### src/rtl/px_source_sequencer.sv
`timescale 1ns/1ps
// px_source_sequencer: chooses SPI pixels or a 16-bit LFSR test pattern for
// the gray/Sobel pipeline, loads seed/stop from a byte port and paces the
// generated stream with a fixed inter-pixel gap.
module px_source_sequencer #(
    parameter int unsigned PX_W       = 24,
    parameter int unsigned GAP_CYCLES = 4
) (
    input  logic            clk_i,
    input  logic            nreset_i,
    input  logic            select_input_i,
    input  logic [7:0]      cfg_byte_i,
    input  logic            cfg_valid_i,
    input  logic            start_i,
    input  logic [PX_W-1:0] spi_px_i,
    input  logic            spi_px_rdy_i,
    output logic [PX_W-1:0] px_o,
    output logic            px_rdy_o,
    output logic            busy_o,
    output logic            done_o,
    output logic            cfg_ok_o,
    output logic [15:0]     px_count_o
);

    localparam int unsigned   GW         = (GAP_CYCLES > 1) ? $clog2(GAP_CYCLES) : 1;
    localparam logic [GW-1:0] GAP_RELOAD = GW'(GAP_CYCLES - 1);
    localparam int unsigned   REPS       = (PX_W + 15) / 16;

    typedef enum logic {IDLE = 1'b0, RUN = 1'b1} state_t;

    state_t            state_q, state_d;
    logic [1:0]        idx_q, idx_d;
    logic [15:0]       seed_q, seed_d;
    logic [15:0]       stop_q, stop_d;
    logic [15:0]       lfsr_q, lfsr_d;
    logic [GW-1:0]     gap_q, gap_d;
    logic              last_q, last_d;
    logic [PX_W-1:0]   px_q, px_d;
    logic              px_rdy_q, px_rdy_d;
    logic              busy_q, busy_d;
    logic              done_q, done_d;
    logic              cfg_ok_q, cfg_ok_d;
    logic [15:0]       count_q, count_d;
    logic [15:0]       seed_eff;
    logic [15:0]       adv;

    function automatic logic [15:0] lfsr_next(input logic [15:0] q);
        return {q[14:0], q[15] ^ q[13] ^ q[12] ^ q[10]};
    endfunction

    function automatic logic [PX_W-1:0] px_map(input logic [15:0] q);
        logic [REPS*16-1:0] rep;
        rep = {REPS{q}};
        return rep[PX_W-1:0];
    endfunction

    // Next-state, config load, pixel emission and SPI pass-through.
    // lfsr_q holds the value to emit next: the start edge emits seed' directly
    // so the first pulse lands one cycle after start, and the end-of-stream
    // decision is latched in last_q at the emitting edge.
    always_comb begin
        state_d  = state_q;
        idx_d    = idx_q;
        seed_d   = seed_q;
        stop_d   = stop_q;
        lfsr_d   = lfsr_q;
        gap_d    = gap_q;
        last_d   = last_q;
        px_d     = px_q;
        px_rdy_d = 1'b0;
        busy_d   = busy_q;
        done_d   = 1'b0;
        cfg_ok_d = cfg_ok_q;
        count_d  = count_q;
        seed_eff = (seed_q == '0) ? 16'h0001 : seed_q;
        adv      = '0;
        unique case (state_q)
            IDLE: begin
                if (start_i && select_input_i && cfg_ok_q) begin
                    adv      = lfsr_next(seed_eff);
                    state_d  = RUN;
                    busy_d   = 1'b1;
                    px_d     = px_map(seed_eff);
                    px_rdy_d = 1'b1;
                    count_d  = 16'd1;
                    lfsr_d   = adv;
                    gap_d    = GAP_RELOAD;
                    last_d   = (seed_eff == stop_q) || (adv == seed_eff);
                end else begin
                    if (cfg_valid_i) begin
                        idx_d = idx_q + 2'd1;
                        case (idx_q)
                            2'd0: begin
                                seed_d[15:8] = cfg_byte_i;
                                cfg_ok_d     = 1'b0;
                            end
                            2'd1: seed_d[7:0]  = cfg_byte_i;
                            2'd2: stop_d[15:8] = cfg_byte_i;
                            2'd3: begin
                                stop_d[7:0] = cfg_byte_i;
                                cfg_ok_d    = 1'b1;
                            end
                        endcase
                    end
                    if (!select_input_i) begin
                        px_rdy_d = spi_px_rdy_i;
                        if (spi_px_rdy_i) begin
                            px_d = spi_px_i;
                        end
                    end
                end
            end
            RUN: begin
                if (!select_input_i) begin
                    state_d = IDLE;
                    busy_d  = 1'b0;
                    last_d  = 1'b0;
                end else if (last_q) begin
                    state_d = IDLE;
                    busy_d  = 1'b0;
                    done_d  = 1'b1;
                    last_d  = 1'b0;
                end else if (gap_q == '0) begin
                    adv      = lfsr_next(lfsr_q);
                    px_d     = px_map(lfsr_q);
                    px_rdy_d = 1'b1;
                    count_d  = (count_q == 16'hFFFF) ? 16'hFFFF : count_q + 16'd1;
                    lfsr_d   = adv;
                    gap_d    = GAP_RELOAD;
                    last_d   = (lfsr_q == stop_q) || (adv == seed_eff);
                end else begin
                    gap_d = gap_q - GW'(1);
                end
            end
        endcase
    end

    // State and output registers with asynchronous active-low reset.
    always_ff @(posedge clk_i or negedge nreset_i) begin
        if (!nreset_i) begin
            state_q  <= IDLE;
            idx_q    <= '0;
            seed_q   <= '0;
            stop_q   <= '0;
            lfsr_q   <= '0;
            gap_q    <= '0;
            last_q   <= 1'b0;
            px_q     <= '0;
            px_rdy_q <= 1'b0;
            busy_q   <= 1'b0;
            done_q   <= 1'b0;
            cfg_ok_q <= 1'b0;
            count_q  <= '0;
        end else begin
            state_q  <= state_d;
            idx_q    <= idx_d;
            seed_q   <= seed_d;
            stop_q   <= stop_d;
            lfsr_q   <= lfsr_d;
            gap_q    <= gap_d;
            last_q   <= last_d;
            px_q     <= px_d;
            px_rdy_q <= px_rdy_d;
            busy_q   <= busy_d;
            done_q   <= done_d;
            cfg_ok_q <= cfg_ok_d;
            count_q  <= count_d;
        end
    end

    assign px_o       = px_q;
    assign px_rdy_o   = px_rdy_q;
    assign busy_o     = busy_q;
    assign done_o     = done_q;
    assign cfg_ok_o   = cfg_ok_q;
    assign px_count_o = count_q;

endmodule

### config.mk
export PLATFORM = sky130hd
export DESIGN_NAME = px_source_sequencer
export DESIGN_NICKNAME = d
export VERILOG_FILES = /design/src/rtl/px_source_sequencer.sv
export SDC_FILE = /design/constraint.sdc
export NUM_CORES = 1
export LEC_CHECK = 0
export ABC_CLOCK_PERIOD_IN_PS = 2500
export CORE_MARGIN = 4
export CORE_UTILIZATION = 35
export DETAILED_ROUTE_END_ITERATION = 6
export GPL_ROUTABILITY_DRIVEN = 1
export PLACE_DENSITY = 0.54
export SETUP_SLACK_MARGIN = 0.5
export SLEW_MARGIN = 10
export SYNTH_ARGS = -nofsm -noshare
export SYNTH_HDL_FRONTEND = slang
export SYNTH_SLANG_ARGS = --single-unit
export TNS_END_PERCENT = 10
### constraint.sdc
create_clock -name clk_i -period 2.5 [get_ports clk_i]
set_input_delay 0.5 -clock clk_i [delete_from_list [all_inputs] [get_ports clk_i]]
set_output_delay 0.5 -clock clk_i [all_outputs]
set_load 0.1 [all_outputs]
==> run metrics, run 1 <==
Vias per Instance=5.198; sequential share of the synthesized area=45.14%; YS warnings=0; initial antenna violation count=0; setup TNS=0 ns; Layout area overhead=26.62%; root buffer cell=clkbuf_16; Final setup viols=0; post-route cell area=6879 um2; Cell Area, Placed=6467 um2; clock transition at the registers of the reported paths=0.07 ns; floorplan row count=45; P per Cell Area=1362 nW/um2; Post-Synthesis Cells=564; fmax=0.5111 GHz; Fill cells=1,489; # nets final=699; first-pass GRT wire length=24,260 um; via count=4,392; Final Util=45.25%; Initial DRT Pass Iterations=5; Syn Area/Cell=9.632 um2; clk_lat worst skew=0.35 ns; Tightest Pin Transition=0.4657 ns; Most used DFF post-synth=dfrtp_1; HPWL after DPL=10,980 um; maxcap violations=0; Crit path arrival time=2.19 ns; crit-path leading delay family=simple AND/OR/NAND/NOR gates; Setup crit start kind=flop; number of global-route vias before repair=4,462; asr flop ratio synth=100.0%; CTS tree=built; Worst Path Required=2.74 ns; diode count=0; # clock sinks=98; slew margin rel.=68.95%; total I/O pin count=82; gp weighted congestion=0.8697; skew final=0.007649 ns; synthesized net count=610; Peak VDD IR=0.0006327 V; Critical-path top delay cell=dfrtp_1; Critical Path End Type=flop; DRC=0; EDFF count, synth=0; DR iter-0 viols=276; CTS Buf Count=9; die area=17,580 um2; unrepaired setup endpoints after global routing=yes; Final Hold Viols=0; crit-path max FO=7; worst min path class=input port to async pin; minimum clock period=1.957 ns; initial core utilization=35.74%; FF+latch count, synth=98; core area=15,200 um2; CP bufs+invs=2; Port Buffers=81; final slew viol count=0; WL per Instance=17.35 um; Tot Pwr=9373 uW; Die Y=132.6 um; largest net degree at the start of global routing=44; Netlist cell types=56; final wirelength=14,660 um; Total Routing Usage GR=17.24%; CTS H-Tree Depth=3; slowest stage delay, CP=0.39 ns; clock tree buffer depth=2; Antenna Nets Post-Route=0; CP Cell Sequence=inv_2 > ha_4 > nor4bb_4 > nand4_4 > buf_6 > nand2_1 > o21ai_0 > mux2_2; crit path kind=flop to flop; LEAKAGE=0.002995 uW; status=complete, no violations; share of layout cells above drive strength 1=25.72%; total gr overflow=0; Die W=132.6 um; fin crit share=78.26%; Netlist Area Pre-Place=5433 um2
## logic make-up (layout without fill, tap and decap cells)
logic type	after synthesis	in the layout	share of synthesized area [%]
compound gates	108	108	12.32
buf+inv	50	143	4.007
mux	56	56	11.15
flops	98	98	45.14
xor+xnor	48	48	7.992
fa+ha+maj	8	8	1.843
simple gates	196	196	17.55
## where the power goes
group / total [uW] / switching, uW / internal [uW] / leakage (uW)
Sequential: 3090 / 866 / 2220 / 0.00116
Combinational: 4910 / 3130 / 1790 / 0.00169
Clock: 1370 / 599 / 770 / 0.000142
## worst paths after layout
path	from	slack, ns	end	cells after the start
min in group clk_i	px_o[11]$_DFFE_PN0P_	0.46	px_o[11]$_DFFE_PN0P_	2
max reg2reg	seed_q[14]$_DFFE_PN0P_	0.54	lfsr_q[8]$_DFFE_PN0P_	8
max in group asynchronous	nreset_i	1.72	seed_q[9]$_DFFE_PN0P_	2
min reg2reg	px_o[11]$_DFFE_PN0P_	0.46	px_o[11]$_DFFE_PN0P_	2
min	nreset_i	0.08	px_count_o[11]$_DFFE_PN0P_	1
max	seed_q[14]$_DFFE_PN0P_	0.54	lfsr_q[8]$_DFFE_PN0P_	8
## cell usage in the layout (no fill, tap or decap), types with 3 or more instances in the layout
cell type         n
dfrtp_1          80
nor2_1           40
nor4_1            9
buf_4            77
and3_1            4
dfrtp_2          16
nand3_1          13
nand3_2           4
clkbuf_16         9
xor2_1           32
nand2b_1          4
nor3_1            9
mux2_2           36
clkdlybuf4s50_1  35
nand2_1          85
inv_2             3
a31oi_1          17
mux2i_1          20
ha_1              6
a21oi_1          24
a22oi_1           6
a211oi_1          3
o21ai_0          37
xnor2_1          15
nand4_1          12
inv_1             7
## state kept, by name, summed over array words and instances, names as in the netlist, 2 cells and up
name        count
seed_q         16
px_count_o     16
stop_q         16
px_o           24
lfsr_q         16
idx_q           2
gap_q           2
## layout make-up
type                    count  area [um2]  area share [%]
repair buffers            117        1003           14.59
well taps                 188       235.2           3.419
clock buffers              10       229.0           3.328
multi-input cells         416        2833           41.18
inverters                  11       41.29          0.6002
clock inverters             5       57.56          0.8367
flip-flops and latches     98        2480           36.05
## timing repair
action	4_1_cts	5_1_grt
hold buffers	0	0
endpoints found under the hold margin	0	0
setup endpoints to repair	14	19
resized for setup	8	11
gates cloned	0	0
buffers inserted	3	3
pin swaps	4	5
## stage by stage
stage / setup slack, ns / hold slack [ns] / std cells
after detailed placement: 0.1434 / 0.4570 / 824
after floorplan: 0.4360 / 0.2044 / 564
final: 0.5434 / 0.07896 / 845
after global routing: 0.4187 / 0.1141 / 845
after CTS: 0.5021 / 0.09202 / 842
after global placement: 0.1398 / 0.4521 / 824
## cell usage after synthesis (3+ instances only)
library cell  number  area, um2
o21ai_0           37      185.2
dfrtp_1           98       2452
a211oi_1           3      22.52
xnor2_1           15      131.4
a22oi_1            6      45.04
mux2i_1           20      200.2
nor3_1            10      50.05
xor2_1            32      280.3
nand3_2            3      30.03
a31oi_1           17      106.4
nand3_1           14      70.07
ha_1               8      100.1
buf_2              9      45.04
a21oi_1           24      120.1
nand2b_1           4      25.02
and3_1             4      25.02
mux2_2            36      405.4
clkbuf_1          25      93.84
nand2_1           85      319.1
inv_1             10      37.54
nand4_1           12      75.07
nor2_1            40      150.1
nor4_1             9      56.30
## routing by layer
layer | GRT usage [%] | routed length (um) | share of wire, % | vias to the layer above
met4 | 5.716 | 301 | 2.1 | 0
met5 | 0 | 0 | 0 | -
met1 | 24.04 | 7116 | 49 | 2111
li1 | - | - | - | 2167
met3 | 3.498 | 552 | 3.8 | 19
met2 | 26.89 | 6691 | 46 | 95
(Power assumes the default switching activity.)
==> run 2: changes to the inputs <==
--- a/config.mk
+++ b/config.mk
@@ -5,12 +5,12 @@
 export SDC_FILE = /design/constraint.sdc
 export NUM_CORES = 1
 export LEC_CHECK = 0
-export ABC_CLOCK_PERIOD_IN_PS = 2500
+export ABC_CLOCK_PERIOD_IN_PS = 1700
 export CORE_MARGIN = 4
 export CORE_UTILIZATION = 35
 export DETAILED_ROUTE_END_ITERATION = 6
 export GPL_ROUTABILITY_DRIVEN = 1
-export PLACE_DENSITY = 0.54
+export PLACE_DENSITY = 0.56
 export SETUP_SLACK_MARGIN = 0.5
 export SLEW_MARGIN = 10
 export SYNTH_ARGS = -nofsm -noshare
==> constraint.sdc (replaced) <==
create_clock -name clk_i -period 1.7 [get_ports clk_i]
set_input_delay 0.34 -clock clk_i [delete_from_list [all_inputs] [get_ports clk_i]]
set_output_delay 0.34 -clock clk_i [all_outputs]
set_load 0.1 [all_outputs]
==> run 2 against run 1 <==
The run now ends with negative setup slack left. Clock skew down 0.0015 ns. Utilization up 11 points. First-iteration DRC count fell by 6.5%. Total power is 74% higher. Non-clock buffer count grew 87. Via count rose by 9.9%. Combinational power is 100% higher. Largest power group unchanged.
==> run metrics, run 2 (synthesized netlist as in run 1, its figures left out) <==
Final Hold Viols=0; final wirelength=16,110 um; max FFs per register=24; gp weighted congestion=0.9370; initial antenna violation count=0; status=finished, violations left; Die Y=132.6 um; WL per Instance=17.27 um; Vias per Instance=5.171; most frequent cells in the layout=buf_4 (90), nand2_1 (81), dfrtp_1 (79), buf_12 (48), clkdlybuf4s50_1 (35); core area=15,200 um2; crit path kind=flop to flop; root buffer cell=clkbuf_16; total I/O pin count=82; sw power=7365 uW; Combinational Power Share=61.0%; minimum clock period=1.941 ns; skew final=0.006149 ns; Tightest Pin Transition=0.4171 ns; P per Cell Area=1921 nW/um2; Flop pwr share=26.9%; maxcap violations=0; failing checks=negative setup slack; met3 Track Usage GR=3.688%; clk_lat worst skew=0.35 ns; HPWL after DPL=12,560 um; Net Sw Frac=45.21%; largest net degree at the start of global routing=52; met1 global-route usage=25.20%; pre-CTS WS=-0.4812 ns; fin crit share=114.2%; initial core utilization=35.74%; share of layout cells above drive strength 1=39.06%; die area=17,580 um2; Setup crit start kind=flop; final slew viol count=0; CTS H-Tree Depth=3; clock share of power=12.1%; DRC=0; DR iter-0 viols=258; worst r2r src=seed_q[14]$_DFFE_PN0P_; Peak VDD IR=0.0009818 V; Die W=132.6 um; Total Routing Usage GR=18.37%; total gr overflow=0; commonest non-fill, non-tap cell in the layout=buf_4; CTS Buf Count=9; GRT busiest layer=met2; crit-path max FO=7; Layout area overhead=56.06%; Critical Path End Type=flop; worst min path class=input port to async pin; # nets final=786; number of global-route vias before repair=4,867; floorplan row count=45; Final setup viols=16; total internal power=8925 uW; CTS tree=built; Port Buffers=81; Fill cells=1,313; Tot Pwr=16,290 uW; worst setup margin=-0.2412 ns; slew margin rel.=71.99%; Initial DRT Pass Iterations=6; # clock sinks=98; Antenna Nets Post-Route=0; unrepaired setup endpoints after global routing=yes; met2 Resource Use GR=29.81%; LEAKAGE=0.003720 uW; clock transition at the registers of the reported paths=0.06 ns; Min Hold Slack=0.4239 ns; Worst Path Required=1.98 ns; via count=4,825; first-pass GRT wire length=25,910 um; clock tree buffer depth=2; diode count=0; Crit path arrival time=2.22 ns; CP startpoint=seed_q[14]$_DFFE_PN0P_; fmax=0.5151 GHz
-- run 2: changes by cell type in the layout (fill, tap and decap cells not counted), sizes merged --
cell          previous run  this run
dlygate4sd3              0         1
clkinvlp                 0         1
clkbuf                  10        14
dlymetal6s2s             1         0
dlygate4sd2              0         1
clkinv                   5         0
inv                     10        11
buf                     81       167
-- run 2: cell type report --
class	count	area (um2)	share of cell area (%)
multi-input combinational	416	3078	36.30
inverter	11	43.79	0.5165
clock inverter	2	37.54	0.4427
clock buffer	14	244.0	2.878
timing repair buffer	204	2336	27.55
tap	188	235.2	2.775
sequential	98	2504	29.53
-- run 2: layer usage --
layer | wire length (um) | vias up
met2 | 7820 | 103
met1 | 7367 | 2351
li1 | - | 2354
met5 | 0 | -
met3 | 664 | 17
met4 | 259 | 0
-- run 2: power groups by stage --
stage / Clock [uW] / Sequential, uW / Combinational [uW]
2_1_floorplan: 0 / 6230 / 3560
4_1_cts: 2040 / 4370 / 9690
3_3_place_gp: 0 / 4360 / 9370
3_5_place_dp: 0 / 4400 / 9440
6_report: 1980 / 4380 / 9930
5_1_grt: 2130 / 4520 / 10500
-- run 2: timing repair --
action,CTS,global route
endpoints found under the setup margin,141,177
resized for setup,63,47
hold buffers,1,0
endpoints found under the hold margin,24,0
pin swaps,27,17
buffers inserted,0,4
-- run 2: worst max-delay path, stage by stage (launching register included) --
cell,delay (ns)
dfrtp_1,0.38
inv_2,0.08
ha_4,0.13
nor4bb_4,0.35
nand4_4,0.21
nor3b_4,0.23
o41ai_2,0.22
o2111ai_1,0.16
nand3_1,0.11
-- run 2: metrics by stage --
| step | utilization, % | cell area (um2) | instances | TNS, ns |
|---|---|---|---|---|
| global route | 55.77 | 8478 | 933 | -4.315 |
| finish | 55.77 | 8478 | 933 | -1.835 |
| floorplan | - | 5575 | 564 | -4.416 |
| detailed placement | 51.24 | 7790 | 912 | -27.06 |
| global placement | 51.24 | 7790 | 912 | -24.07 |
| CTS | 54.54 | 8290 | 929 | -1.718 |
-- run 2: path summary, 6_finish.rpt --
check,end,slack (ns),depth (start not counted)
min in group clk_i,idx_q[0]$_DFFE_PN0P_,0.53,1
min,px_o[10]$_DFFE_PN0P_,0.42,2
min reg2reg,idx_q[0]$_DFFE_PN0P_,0.53,1
max in group asynchronous,px_count_o[7]$_DFFE_PN0P_,0.69,3
max reg2reg,last_q$_DFFE_PN0P_,-0.24,8
max,last_q$_DFFE_PN0P_,-0.24,8
==> run 3: changes to the inputs <==
--- a/config.mk
+++ b/config.mk
@@ -5,6 +5,7 @@
 export SDC_FILE = /design/constraint.sdc
 export NUM_CORES = 1
 export LEC_CHECK = 0
+export ABC_AREA = 0
 export ABC_CLOCK_PERIOD_IN_PS = 1700
 export CORE_MARGIN = 4
 export CORE_UTILIZATION = 35
==> results of run 3 <==
The final DEF is identical to that of run 2; final timing and power are the same.
